`config.mk`:
```
export PLATFORM = sky130hd
export DESIGN_NAME = uart_tx_arb
export DESIGN_NICKNAME = d
export VERILOG_FILES = /design/src/rtl/uart_pkg.sv /design/src/rtl/uart_tx_arb_rr_pick.sv /design/src/rtl/uart_tx_arb.sv
export SDC_FILE = /design/constraint.sdc
export NUM_CORES = 1
export LEC_CHECK = 0
export BUFFER_PORTS_ARGS = -buffer_cell sky130_fd_sc_hd__buf_4
export CORE_MARGIN = 4
export CORE_UTILIZATION = 35
export CTS_CLUSTER_DIAMETER = 80
export DETAILED_ROUTE_END_ITERATION = 10
export PLACE_DENSITY = 0.66
export SYNTH_ARGS = -nofsm -noshare
export SYNTH_HDL_FRONTEND = slang
export SYNTH_SLANG_ARGS = --single-unit
```
`constraint.sdc`:
```
create_clock -name clk_i -period 3.2 [get_ports clk_i]
set_input_delay 0.16 -clock clk_i [delete_from_list [all_inputs] [get_ports clk_i]]
set_output_delay 0.16 -clock clk_i [all_outputs]
set_load 0.05 [all_outputs]
```
`src/rtl/uart_pkg.sv`:
```
// Shared types for the UART transmit arbiter.
// State encoding, byte type and default busy timeout.
package uart_pkg;

    typedef enum logic [1:0] {
        S_IDLE      = 2'd0,
        S_LAUNCH    = 2'd1,
        S_WAIT_BUSY = 2'd2,
        S_WAIT_DONE = 2'd3
    } arb_state_t;

    typedef logic [7:0] uart_byte_t;

    localparam int TIMEOUT_DEF = 16;

endpackage

```
`src/rtl/uart_tx_arb_rr_pick.sv`:
```
// Round-robin picker: first asserted request after the last grant,
// wrapping modulo N_REQ.
module rr_pick #(
    parameter int N_REQ = 4
) (
    input  logic [N_REQ-1:0] i_req,
    input  logic [2:0]       i_last,
    output logic [2:0]       o_idx,
    output logic             o_valid
);

    // Scan offsets from farthest to nearest so the nearest hit wins.
    always_comb begin
        o_idx   = '0;
        o_valid = 1'b0;
        for (int i = N_REQ; i >= 1; i--) begin
            for (int k = 0; k < N_REQ; k++) begin
                if (i_req[k] && (k == (int'(i_last) + i) % N_REQ)) begin
                    o_idx   = 3'(k);
                    o_valid = 1'b1;
                end
            end
        end
    end

endmodule

```
`src/rtl/uart_tx_arb.sv`:
```
// Shares one UART transmitter among N_REQ byte requesters with
// round-robin arbitration, message locking and a busy timeout.
module uart_tx_arb
    import uart_pkg::*;
#(
    parameter int N_REQ   = 4,
    parameter int TIMEOUT = TIMEOUT_DEF
) (
    input  logic               clk_i,
    input  logic               rst_i,
    input  logic [N_REQ-1:0]   req_i,
    input  logic [N_REQ-1:0]   lock_i,
    input  logic [8*N_REQ-1:0] data_i,
    output logic [N_REQ-1:0]   ack_o,
    output logic               tx_start_o,
    output logic [7:0]         tx_data_o,
    input  logic               tx_busy_i,
    output logic [2:0]         grant_o,
    output logic               err_o
);

    localparam int CNT_W = $clog2(TIMEOUT + 1);

    arb_state_t       r_state;
    logic [2:0]       r_grant;
    logic [2:0]       r_last;
    uart_byte_t       r_data;
    logic             r_err;
    logic [CNT_W-1:0] r_cnt;

    logic [2:0]       w_pick_idx;
    logic             w_pick_valid;
    uart_byte_t       w_pick_byte;
    uart_byte_t       w_grant_byte;
    logic             w_grant_req;
    logic             w_grant_lock;
    logic             w_launch;

    rr_pick #(
        .N_REQ (N_REQ)
    ) u_pick (
        .i_req   (req_i),
        .i_last  (r_last),
        .o_idx   (w_pick_idx),
        .o_valid (w_pick_valid)
    );

    assign w_launch = (r_state == S_LAUNCH);

    always_comb begin
        w_pick_byte  = '0;
        w_grant_byte = '0;
        w_grant_req  = 1'b0;
        w_grant_lock = 1'b0;
        ack_o        = '0;
        for (int k = 0; k < N_REQ; k++) begin
            if (3'(k) == w_pick_idx) begin
                w_pick_byte = data_i[8*k +: 8];
            end
            if (3'(k) == r_grant) begin
                w_grant_byte = data_i[8*k +: 8];
                w_grant_req  = req_i[k];
                w_grant_lock = lock_i[k];
                ack_o[k]     = w_launch;
            end
        end
    end

    // The byte is captured on entry to LAUNCH so tx_data_o holds afterwards.
    always_ff @(posedge clk_i) begin
        if (rst_i) begin
            r_state <= S_IDLE;
            r_grant <= '0;
            r_last  <= 3'(N_REQ - 1);
            r_data  <= '0;
            r_err   <= 1'b0;
            r_cnt   <= '0;
        end else begin
            unique case (r_state)
                S_IDLE: begin
                    if (w_pick_valid) begin
                        r_grant <= w_pick_idx;
                        r_data  <= w_pick_byte;
                        r_state <= S_LAUNCH;
                    end
                end
                S_LAUNCH: begin
                    r_cnt   <= '0;
                    r_state <= S_WAIT_BUSY;
                end
                S_WAIT_BUSY: begin
                    if (tx_busy_i) begin
                        r_state <= S_WAIT_DONE;
                    end else begin
                        r_cnt <= r_cnt + CNT_W'(1);
                        if (r_cnt == CNT_W'(TIMEOUT - 1)) begin
                            r_err   <= 1'b1;
                            r_last  <= r_grant;
                            r_state <= S_IDLE;
                        end
                    end
                end
                S_WAIT_DONE: begin
                    if (!tx_busy_i) begin
                        if (w_grant_lock && w_grant_req) begin
                            r_data  <= w_grant_byte;
                            r_state <= S_LAUNCH;
                        end else begin
                            r_last  <= r_grant;
                            r_state <= S_IDLE;
                        end
                    end
                end
                default: r_state <= S_IDLE;
            endcase
        end
    end

    assign tx_start_o = w_launch;
    assign tx_data_o  = r_data;
    assign grant_o    = r_grant;
    assign err_o      = r_err;

endmodule

```
=== Word-level counts from Yosys, hierarchy flattened ===
Index checks and enable logic that the tools add are counted.

* Mux-type cells: 68
* Bitwise operators: 5
* Add/sub/neg operators: 5
* Reductions and logical operators: 37
* Equal/unequal tests: 29

{| class="wikitable"
|+ Operators with widths
! kind !! number
|-
| 32-bit logical NOT || 4
|-
| 8-bit 2-to-1 mux || 11
|-
| 2-bit 2-to-1 mux || 22
|-
| 1-bit 2-to-1 mux || 30
|-
| 3-bit equality test, first input constant || 8
|-
| 1-bit logical AND || 17
|-
| 8-bit case mux with 2 select lines || 1
|-
| 2-bit by 3-bit equality test with 1-bit output, first input constant || 4
|-
| 2-bit != test, second input constant || 5
|-
| 5-bit case mux with 2 select lines || 1
|-
| 2-bit equality test, first input constant || 4
|-
| 2-bit case mux with 4 select lines || 1
|-
| 2-bit OR reduction || 4
|-
| 3-bit logical NOT || 2
|-
| 3-bit AND reduction || 2
|-
| 2-bit nonzero test || 3
|-
| 5-bit by 1-bit adder with 5-bit output, second input constant || 1
|-
| 5-bit by 4-bit equality test with 1-bit output, second input constant || 1
|-
| 5-bit 2-to-1 mux || 1
|-
| 5-bit AND reduction || 1
|-
| 2-bit by 1-bit adder with 2-bit output, second input constant || 2
|-
| 2-bit adder, second input constant || 2
|-
| 1-bit bitwise AND, first input constant || 4
|-
| 1-bit by 2-bit equality test with 1-bit output, first input constant || 2
|-
| other kinds (9) || 11
|}

* Output and inout bits: 17
* Input port bits: 43
* Flip-flop bits (word level): 20

=== Logic depth before layout (Yosys ltp) ===
* Depth after elaboration: 27
* Mapped depth: 8

=== Cells and area by module ===
Synthesis repeated with hierarchy kept, for this count alone.

* Cells, all modules: 198
* Area, all modules: 1831.8 sq um

{| class="wikitable"
|+ By module, submodules not included
! module !! area an instance (sq um) !! cells an instance !! instances
|-
| uart_tx_arb || 1739.2 || 182 || 1
|-
| rr_pick || 92.6 || 16 || 1
|}

=== Least setup slack after synthesis ===
OpenSTA, ideal clock, no wires.

* Kind: reg-to-output
* Start point: register r_state[0]
* End point: output ack_o[0]
* Slack: 398 ps
* Cell stages (with the launch flop): 4
* Data arrival time: 2642 ps
* Data required time: 3040 ps
* Cells stage by stage: dfxtp_1 buf_2 nor2b_1 nor3b_1

* Longest elaborated chain between the ends: 2

{| class="wikitable"
|+ Ends and longest elaborated chain
! element !! RTL line !! RTL
|-
| start: declaration || uart_tx_arb.sv:24 || <nowiki>arb_state_t r_state;</nowiki>
|-
| start signal: assignment || uart_tx_arb.sv:72 || <nowiki>r_state <= S_IDLE;</nowiki>
|-
| start signal: assignment || uart_tx_arb.sv:84 || <nowiki>r_state <= S_LAUNCH;</nowiki>
|-
| start signal: assignment || uart_tx_arb.sv:89 || <nowiki>r_state <= S_WAIT_BUSY;</nowiki>
|-
| 2-bit by 1-bit equality test with 1-bit output || uart_tx_arb.sv:48 || <nowiki>assign w_launch = (r_state == S_LAUNCH);</nowiki>
|-
| via tx_start_o || uart_tx_arb.sv:15 || <nowiki>output logic tx_start_o,</nowiki>
|-
| 1-bit 2-to-1 mux || uart_tx_arb.sv:60 || <nowiki>if (3'(k) == r_grant) begin</nowiki>
|-
| end: declaration || uart_tx_arb.sv:14 || <nowiki>output logic [N_REQ-1:0] ack_o,</nowiki>
|}

The timed path passes the listed nets, and every way through them passes these cells.

=== Worst setup path in the final report ===
* Start point: register r_state[0]
* End point: register r_data[1] (netlist: tx_data_o[1])

* Longest elaborated chain between the ends: 3
* Elaborated cells on any way between the ends: 8
* Classes of those cells: 4 x eq/ne; 1 x mux; 3 x reduce/logical

{| class="wikitable"
|+ Ends and longest elaborated chain
! element !! RTL line !! RTL
|-
| 2-bit equality test or 2-bit logical NOT (tied branches) || uart_tx_arb.sv:79 || <nowiki>unique case (r_state)</nowiki>
|-
| 2-bit != test (no line) (tied with other cells) || -- ||
|-
| 4-bit AND reduction (no line) || -- ||
|-
| end signal: assignment || uart_tx_arb.sv:83 || <nowiki>r_data <= w_pick_byte;</nowiki>
|-
| end signal: assignment || uart_tx_arb.sv:106 || <nowiki>r_data <= w_grant_byte;</nowiki>
|-
| end: declaration || uart_tx_arb.sv:27 || <nowiki>uart_byte_t r_data;</nowiki>
|}

Parallel ways exist; a longest one is shown, timed or not.
A chain may end at the register's enable or synchronous reset.

==> flow_summary.yaml <==
timing:
  final_min_period_over_clock_period: 0.7073
  fmaxAchievable_mhz: 441.8
  max-slew-margin-rel: 0.4184
  timing.final.hold_violations: 0
  grt_setup_unrepaired: "false"
  setup_violations: 0
  finalHoldWorstSlack_ns: 0.2379
  worstMarginPinSlew_ns: 0.8706
  fin_tns_setup_ns: 0
  clock-skew-final_ns: 0.007053
  post-route-min-period_ns: 2.263
  slew_violations: 0
power:
  power_frac_comb: 0.437
  leakagePower_nw: 0.8724
  irDropWorstVdd_mv: 0.2310
  clkPwrFrac: 0.221
  seq_power_share: 0.342
  internal-power_w: 0.0005409
  netSwitchingPower_w: 0.0003321
  fraction_of_power_spent_switching_nets: 0.3804
  pwr_density_cell_mw_per_mm2: 397.8
synth:
  synth.cells.most_frequent: "nor2_1, a21oi_1, dfxtp_1, mux2i_1, nor2b_1"
  synth.avg_cell_area_um2: 8.276
  synthDominantAreaCellType: "dfxtp_1"
  count_of_yosys_warnings_during_synthesis: 0
  syn_area_mm2: 0.001697
  synth_async_reset_ratio: 0
  synth_enable_flop_cells: 0
  synth.yosys.seq_area_share: 0.2360
  synth_simple_gate_area_frac: 0.2058
  synth_compound_area_frac: 0.2883
  post_synth_top_flop: "dfxtp_1"
  ys_types: 37
  postSynthRegisterBits: 20
  synth.top_cells.by_area: "dfxtp_1, mux4_2, mux2i_1, nor2_1, a21oi_1"
  netlist_instances: 205
  synth_fa_ha_area_frac: 0.01475
  synth.mux.area_fraction: 0.1903
  yosysTopAreaCellShare: 0.2360
  syn_nets: 250
  xor_xnor_share_of_the_synthesized_area: 0
  main_combinational_cell_family_by_area_after_synthesis: "compound AO/OA/AOI/OAI gates"
  yosysMostFrequentCell: "nor2_1"
worst_setup_path:
  crit_path_max_fanout: 16
  critical_path.cell_chain: "nand2_1 > o31ai_4 > mux2i_1 > o22ai_1"
  cp_data_required_time_ns: 3.34
  max_stage_delay_ns: 0.83
  crit_path_start_kind: "flop"
  cpMaxStageDelayCell: "o31ai_4"
  timing.critical_path.arrival_ns: 2.41
  worst_path_dominant_cell_family: "compound AO/OA/AOI/OAI gates"
  worst_setup_path_category: "flop to flop"
  endpoint_kind: "flop"
  critical_path_buffer_and_inverter_count: 0
routing:
  drtPass1Iterations: 4
  final_antenna_net_count: 0
  num_vias: 1781
  drt_iter0_markers: 125
  post_detailed_route_wirelength_per_cell_um: 16.10
  remaining_drc_errors: 0
  routed_via_density: 5.601
  wl_um: 5121
layout:
  final_util: 0.4646
  layout_nets: 297
  layout_area_overhead_pct: 29.35
  n_antenna_cell: 0
  share_of_post_route_cells_with_drive_strength_above_1: 0.3147
  fill_cells: 495
  stdcell_area_mm2: 0.002195
clocking:
  clock_slew_at_reported_path_ffs_ns: 0.08
  cts_inserted_buffers: 3
  cts_hold_buf: 0
  htree_levels: 1
  setup_fix_bufs_post_cts: 0
  clk_root_buffer_cell: "clkbuf_8"
  max-clock-path-buffers: 2
  clk_latency_ns: 0.26
  tritoncts: "built"
  cts_num_sinks: 20
  post_cts_gate_resize_count: 0
global_route:
  gr-total-overflow: 0
  grt_first_pass_wirelength_um: 8376
  first_global_vias: 1690
  grt_max_degree: 24
  antenna_found_initial: 0
  global_route.usage.total: 0.1690
die:
  fp.dieW_um: 77.63
  io_pins: 60
  design.die.area_mm2: 0.006026
  initial_core_util: 0.3592
  placeableCoreArea_mm2: 0.004723
  die_h_um: 77.63
  row_count: 25
status:
  status: "finished clean"
place:
  gpl.final_weighted_congestion: 0.8593
  detailedPlacementHpwl_um: 3645
  placed_cell_area_mm2: 0.002140
  numPortBuffers: 58
job:
  cap_viol_max_count: 0
worst_hold_path:
  hp-class: "primary input to flop"
-- per-layer routing --
metal  track usage  vias up  share of wire
met5             0        -              0
met4       0.03559        0         0.0078
met1        0.2239      839           0.44
met2        0.2808       58           0.48
li1              -      880              -
met3       0.03712        4          0.070
-- cell usage in the layout (no fill, tap or decap), drive strengths merged, types with 8 or more instances in the layout --
cell / n
a21oi: 20
a221oi: 8
a31oi: 11
buf: 61
dfxtp: 20
mux2i: 12
mux4: 9
nand2: 11
nor2: 28
nor2b: 12
o221ai: 8
o22ai: 10
-- registers in the layout (all words and copies together) (netlist names) --
signal,cells
r_state,2
r_cnt,5
err_o,1
grant_o,2
tx_data_o,8
r_last,2
-- metrics by stage --
stage               total power, W  instances  setup slack, ns
finish                   0.0008730        318           0.9366
global route             0.0009206        318           0.7240
CTS                      0.0008774        318           0.9617
detailed placement       0.0006836        314           0.9661
global placement         0.0006811        314            1.077
floorplan                0.0005692        205           0.3980
-- final timing paths --
check	from	slack [ns]	end	depth (start not counted)
hold reg to reg	err_o	0.49	err_o	2
setup reg to reg	r_state[0]	0.94	tx_data_o[1]	4
hold / removal	data_i[3]	0.24	tx_data_o[3]	3
setup / recovery	r_state[0]	0.94	tx_data_o[1]	4
-- tightest hold or removal path, stage by stage --
cell,delay (ns)
buf_4,0.08
a221oi_1,0.07
o22ai_1,0.15
-- cells by family (layout without fill, tap and decap cells) --
group	Yosys count	in the layout
AND/OR/NAND/NOR	71	71
AO/OA/AOI/OAI	69	69
multiplexers	21	21
buffers and inverters	21	67
flip-flops	20	20
adder cells (fa/ha/maj)	2	2
other	1	1
-- power groups by stage --
stage / sequential, W / clock [W] / combinational (W)
after floorplan: 0.000360 / 0 / 0.000210
after global placement: 0.000303 / 0 / 0.000378
after detailed placement: 0.000303 / 0 / 0.000381
after CTS: 0.000297 / 0.000198 / 0.000382
after global routing: 0.000302 / 0.000211 / 0.000408
final: 0.000298 / 0.000193 / 0.000382
-- layout make-up --
type,instances,area [um2],area share
flip-flops and latches,20,400.4,0.1824
multi-input cells,164,1190,0.5422
inverters,2,7.507,0.003421
repair buffers,61,457.9,0.2087
clock buffers,4,55.05,0.02509
well taps,67,83.83,0.03820
No activity file was read; power rests on OpenSTA's default activity.
